<file path="src/rtl/pad_right_ai_if.sv">
// Shared game constants, plus the bus between the ball logic and the right-paddle AI.
package vga_pkg;
  localparam int VER_PIXELS = 768;
  localparam logic [1:0] menu_start = 2'd0;
  localparam logic [1:0] play       = 2'd1;
  localparam logic [1:0] game_over  = 2'd2;
endpackage

interface pad_right_ai_if;
  logic        timing_tick;
  logic [1:0]  state;
  logic [10:0] x_ball;
  logic [9:0]  y_ball;
  logic [9:0]  y_pad_right;
  logic [1:0]  ai_state;

  // Ball logic / game side: publishes ball and game state, reads the paddle.
  modport master (
    output timing_tick, state, x_ball, y_ball,
    input  y_pad_right, ai_state
  );

  // AI side: consumes ball and game state, publishes the paddle.
  modport slave (
    input  timing_tick, state, x_ball, y_ball,
    output y_pad_right, ai_state
  );
endinterface

</file>
<file path="src/rtl/pad_right_ai.sv">
// Computer-controlled right paddle: reacts late, moves at finite speed, ignores
// small errors and drifts back to centre while the ball moves away.
module pad_right_ai #(
  parameter int PAD_HEIGHT   = 145,
  parameter int BALL_SIZE    = 15,
  parameter int PAD_VELOCITY = 2,
  parameter int REACT_TICKS  = 8,
  parameter int DEAD_ZONE    = 4
) (
  input  logic         clk,
  input  logic         rst,
  pad_right_ai_if.slave bus
);
  import vga_pkg::*;

  localparam int HOME  = (VER_PIXELS - PAD_HEIGHT) / 2;
  localparam int Y_MAX = VER_PIXELS - PAD_HEIGHT;
  localparam int CNT_W = $clog2(REACT_TICKS + 1);

  localparam logic signed [10:0] HOME_S  = 11'(HOME);
  localparam logic signed [10:0] Y_MAX_S = 11'(Y_MAX);
  localparam logic signed [10:0] VEL_S   = 11'(PAD_VELOCITY);
  localparam logic signed [11:0] BALL_HALF = 12'(BALL_SIZE / 2);
  localparam logic signed [11:0] PAD_HALF  = 12'(PAD_HEIGHT / 2);
  localparam logic signed [11:0] DZ_S      = 12'(DEAD_ZONE);
  localparam logic [CNT_W-1:0]   REACT_C   = CNT_W'(REACT_TICKS);

  typedef enum logic [1:0] {
    ST_IDLE   = 2'd0,
    ST_RETURN = 2'd1,
    ST_WAIT   = 2'd2,
    ST_TRACK  = 2'd3
  } ai_state_t;

  ai_state_t        fsm;
  logic [9:0]       y_pad;
  logic [CNT_W-1:0] cnt;
  logic [10:0]      x_prev;
  logic             prev_valid;

  logic signed [11:0] err;
  logic signed [10:0] y_s;
  logic signed [10:0] home_diff;
  logic signed [10:0] track_step;
  logic signed [10:0] track_next;
  logic signed [10:0] ret_next;
  logic [CNT_W-1:0]   cnt_inc;
  logic               approach;
  logic               recede;

  // Next-position candidates and direction events for the current cycle's ball sample.
  always_comb begin
    y_s        = $signed({1'b0, y_pad});
    err        = $signed({2'b00, bus.y_ball}) + BALL_HALF - $signed({2'b00, y_pad}) - PAD_HALF;
    home_diff  = y_s - HOME_S;
    cnt_inc    = cnt + 1'b1;
    approach   = prev_valid && (bus.x_ball > x_prev);
    recede     = prev_valid && (bus.x_ball < x_prev);

    // Tracking step in the sign of the error, clamped in the signed domain so
    // the 10-bit result can never wrap.
    track_step = y_s;
    if (err > DZ_S)
      track_step = y_s + VEL_S;
    else if (err < -DZ_S)
      track_step = y_s - VEL_S;
    track_next = track_step;
    if (track_step < 11'sd0)
      track_next = 11'sd0;
    else if (track_step > Y_MAX_S)
      track_next = Y_MAX_S;

    // Snap to HOME once within one step so the paddle settles exactly there.
    ret_next = y_s;
    if ((home_diff <= VEL_S) && (home_diff >= -VEL_S))
      ret_next = HOME_S;
    else if (home_diff > 11'sd0)
      ret_next = y_s - VEL_S;
    else
      ret_next = y_s + VEL_S;
  end

  // AI state machine; leaving play overrides any tick activity.
  always_ff @(posedge clk or negedge rst) begin
    if (!rst) begin
      fsm        <= ST_IDLE;
      y_pad      <= 10'(HOME);
      cnt        <= '0;
      x_prev     <= '0;
      prev_valid <= 1'b0;
    end else if (bus.state != play) begin
      fsm        <= ST_IDLE;
      y_pad      <= 10'(HOME);
      cnt        <= '0;
      prev_valid <= 1'b0;
    end else if (fsm == ST_IDLE) begin
      fsm        <= ST_RETURN;
      y_pad      <= 10'(HOME);
      cnt        <= '0;
      prev_valid <= 1'b0;
    end else if (bus.timing_tick) begin
      x_prev     <= bus.x_ball;
      prev_valid <= 1'b1;
      case (fsm)
        ST_RETURN: begin
          y_pad <= 10'(ret_next);
          if (approach) begin
            fsm <= ST_WAIT;
            cnt <= '0;
          end
        end
        ST_WAIT: begin
          if (recede) begin
            fsm <= ST_RETURN;
          end else begin
            cnt <= cnt_inc;
            if (cnt_inc == REACT_C)
              fsm <= ST_TRACK;
          end
        end
        ST_TRACK: begin
          y_pad <= 10'(track_next);
          if (recede)
            fsm <= ST_RETURN;
        end
        default: fsm <= ST_IDLE;
      endcase
    end
  end

  assign bus.y_pad_right = y_pad;
  assign bus.ai_state    = fsm;

endmodule

</file>
<file path="src/flat_wrapper.sv">
// flat-port wrapper written by rule: the top's interface ports become plain ports
module pad_right_ai_flat import vga_pkg::*;
#(
  parameter int PAD_HEIGHT   = 145,
  parameter int BALL_SIZE    = 15,
  parameter int PAD_VELOCITY = 2,
  parameter int REACT_TICKS  = 8,
  parameter int DEAD_ZONE    = 4
)
  (clk, rst, bus_timing_tick, bus_state, bus_x_ball, bus_y_ball, bus_y_pad_right, bus_ai_state);
  pad_right_ai_if bus_i ();
  input  logic clk;
  input  logic rst;
  input wire logic [$bits(bus_i.timing_tick)-1:0] bus_timing_tick;
  input wire logic [$bits(bus_i.state)-1:0] bus_state;
  input wire logic [$bits(bus_i.x_ball)-1:0] bus_x_ball;
  input wire logic [$bits(bus_i.y_ball)-1:0] bus_y_ball;
  output wire logic [$bits(bus_i.y_pad_right)-1:0] bus_y_pad_right;
  output wire logic [$bits(bus_i.ai_state)-1:0] bus_ai_state;
  assign bus_i.timing_tick = bus_timing_tick;
  assign bus_i.state = bus_state;
  assign bus_i.x_ball = bus_x_ball;
  assign bus_i.y_ball = bus_y_ball;
  assign bus_y_pad_right = bus_i.y_pad_right;
  assign bus_ai_state = bus_i.ai_state;
  pad_right_ai #(.PAD_HEIGHT(PAD_HEIGHT), .BALL_SIZE(BALL_SIZE), .PAD_VELOCITY(PAD_VELOCITY), .REACT_TICKS(REACT_TICKS), .DEAD_ZONE(DEAD_ZONE)) u_core (.clk(clk), .rst(rst), .bus(bus_i));
endmodule
</file>
<file path="config.mk">
export PLATFORM = sky130hd
export DESIGN_NAME = pad_right_ai_flat
export DESIGN_NICKNAME = d
export VERILOG_FILES = /design/src/rtl/pad_right_ai_if.sv /design/src/rtl/pad_right_ai.sv /design/src/flat_wrapper.sv
export SDC_FILE = /design/constraint.sdc
export NUM_CORES = 1
export LEC_CHECK = 0
export ABC_AREA = 1
export CAP_MARGIN = 20
export CORE_UTILIZATION = 53
export CTS_CLUSTER_SIZE = 8
export DETAILED_ROUTE_END_ITERATION = 8
export PLACE_DENSITY = 0.85
export SYNTH_ARGS = -nofsm -noshare
export SYNTH_HDL_FRONTEND = slang
export SYNTH_SLANG_ARGS = --single-unit
</file>
<file path="constraint.sdc">
create_clock -name clk -period 3.5 [get_ports clk]
set_clock_uncertainty 0.1 [all_clocks]
set_input_delay 0.35 -clock clk [delete_from_list [all_inputs] [get_ports clk]]
set_output_delay 0.35 -clock clk [all_outputs]
set_load 0.03 [all_outputs]
</file>
==> run summary <==
Hold WC Path Type - input pin to asynchronous set/reset pin
Post-synth ARST share - 100%
Post-DP HPWL - 7870 um
Syn avg cell area - 6.60 sq um
CTS H-Tree Depth - 1
Fillers - 514
Lkg Pwr - 2.59 nW
Synth area leaders - dfrtp_1, ha_1, nand2_1, inv_1, nand3_1
R2R Setup Slk - 40 ps
Largest net degree at the start of global routing - 29
Leading area contributor after synthesis - dfrtp_1
Post-route minimum period - 3480 ps
Gr usage total - 30.0%
Layout Nets - 732
Outcome - finished clean
WL per Instance - 14.6 um
Peak supply drop - 0.287 mV
Hold_ws - 347 ps
Main synth FF type - dfrtp_1
R2r startpoint - u_core.bus.y_pad_right[2]
Number of buffers and inverters on the critical path - 5
Unique masters post-synth - 46
Placer Congestion - 0.983
Die W - 86.2 um
Slew @ Worst Pin - 528 ps
Worst-Skew Late Latency - 280 ps
Pwr/cell area - 309 nW/um^2
Hold buffer count at CTS - 0
Vias in the first global route - 4146
Share of layout cells above drive strength 1 - 26.2%
Reg-to-reg endpoint - u_core.bus.y_pad_right[6]
1st-iter DRT viols - 303
Synth warn - 0
Top-count cell post-synth - nand2_1
Die ar. - 7440 sq um
Max FO, Critical Path - 8
Fmax - 0.287 GHz
TritonCTS clock tree - built
CTS Buf Count - 3
CP top delay family - simple AND/OR/NAND/NOR gates
Crit path from - bus_y_ball[4]
Setup WS pre-CTS - -783 ps
Drt first pass iters - 4
CP endpoint kind - flip-flop
Reg clk slew, reported paths - 100 ps
Num rows - 30
Top-area cell type share of the netlist area - 14.6%
Ratio of final minimum period to clock period - 99.4%
Sequential area share after synthesis - 18.8%
Critical path type - input pin to flip-flop
Initial antenna violation count - 0
Syn nets - 641
Max-slew headroom - 64.7%
Die H - 86.2 um
Antenna Violating Nets Remaining - 0
Setup crit end - u_core.bus.y_pad_right[6]
Crit path required time - 3580 ps
Post-Synthesis Cells - 570
Final Hold Vio Count - 0
Overflow after GRT - 0
Max Slew Vio Count - 0
CP dominant cell by count - nand2_2
Layout area overhead - 34.6%
CTS sink cnt - 28
Fin worst setup slack - 20.6 ps
Endpoints failing setup - 0
Clock Path Buffers - 2
Root Driver - clkbuf_8
Startpoint types - input pin
Critical-path top delay cell - dlygate4sd2_1
Worst R2R Path Depth - 25
WP data arrival - 3560 ps
Number of synthesized flops with an enable pin - 0
First-pass GRT wire length - 17900 um
Mapped cell area - 3760 sq um
Core area - 6830 sq um
RSZ-0062 raised after global routing - true
I/O pin count - 38
Commonest cells in the netlist - nand2_1, inv_1, nand3_1
Max-cap violation count - 0
Ant. Diodes - 0
Routed WL - 11000 um
Drt via density - 5.47
Worst path depth - 29
DRC Markers - 0
CP peak stage delay - 270 ps
Routed vias - 4136
Initial Utilization - 55.1%
Design Power - 1.56 mW
Synth Register Bits - 28
Port Buffers - 37
cells by family (layout without fill, tap and decap cells):
group,Yosys count,count (layout),share of synthesized area [%]
flops,28,28,18.8
simple gates,283,283,36.5
compound gates,73,73,11.2
xor+xnor,27,27,6.29
fa+ha+maj,45,45,15.2
buf+inv,114,204,12.0
per-layer routing:
| layer | up-vias | routed length (um) | track usage (%) | part of all wire, % |
|---|---|---|---|---|
| met5 | - | 0 | 0 | 0 |
| li1 | 2010 | - | - | - |
| met2 | 177 | 5620 | 54.3 | 51 |
| met4 | 0 | 506 | 16.4 | 4.6 |
| met3 | 41 | 565 | 3.71 | 5.1 |
| met1 | 1908 | 4330 | 34.5 | 39 |
power breakdown:
part           total [mW]  switching, mW  leakage, nW  internal (mW)
combinational       0.913          0.538         2.21          0.375
sequential          0.389         0.0171        0.346          0.372
clock               0.262          0.109       0.0357          0.153
what timing repair did:
action                                  in CTS  in global routing
endpoints found under the hold margin        0                  0
cloned                                       0                  0
resized for setup                           51                 50
setup buffers                                6                  9
pin swaps                                   37                 56
endpoints found under the setup margin      10                 10
metrics by stage:
stage               setup TNS, ps  area, sq um  util, %  std cells
floorplan                       0         3760        -        570
global placement            -6040         4520     66.1        737
detailed placement          -7090         4520     66.1        737
CTS                             0         4850     70.9        747
global route                -1530         5060     74.1        756
finish                          0         5060     74.1        756
worst min-delay path by stage:
stage	slack, ps	startpoint	endpoint	cells after the start
6_report	350	rst	u_core.cnt[3]	2
2_1_floorplan	-50	rst	u_core.bus.ai_state[0]	0
3_3_place_gp	400	u_core.cnt[3]	u_core.cnt[3]	2
5_1_grt	380	rst	u_core.cnt[3]	2
3_5_place_dp	420	u_core.cnt[3]	u_core.cnt[3]	2
4_1_cts	360	rst	u_core.cnt[3]	2
layout by cell type (no fill, tap or decap), types with 8 or more instances in the layout:
cell type        count
a21oi_1             17
buf_4               55
clkdlybuf4s50_1     29
dfrtp_1             22
ha_1                33
ha_4                11
inv_1               86
inv_2               16
nand2_1            126
nand2_2             21
nand3_1             35
nand3_2             14
nand4_1              9
nor2_1              36
nor2_4               8
o21ai_0             27
xor2_1              25
flip-flops by register name, summed over array words and instances (netlist names):
register and count:
u_core.prev_valid 1, u_core.bus.ai_state 2, u_core.bus.y_pad_right 10, u_core.x_prev 11, u_core.cnt 4
cell type report:
type / instances / area, sq um / share of cell area (%)
inverter: 106 / 410 / 8.10
timing repair buffer: 94 / 813 / 16.1
sequential: 28 / 708 / 14.0
clock inverter: 1 / 30.0 / 0.593
multi-input combinational: 428 / 2940 / 58.1
tap: 96 / 120 / 2.37
clock buffer: 3 / 41.3 / 0.815
Note: power is estimated with default switching activity, not from simulation.
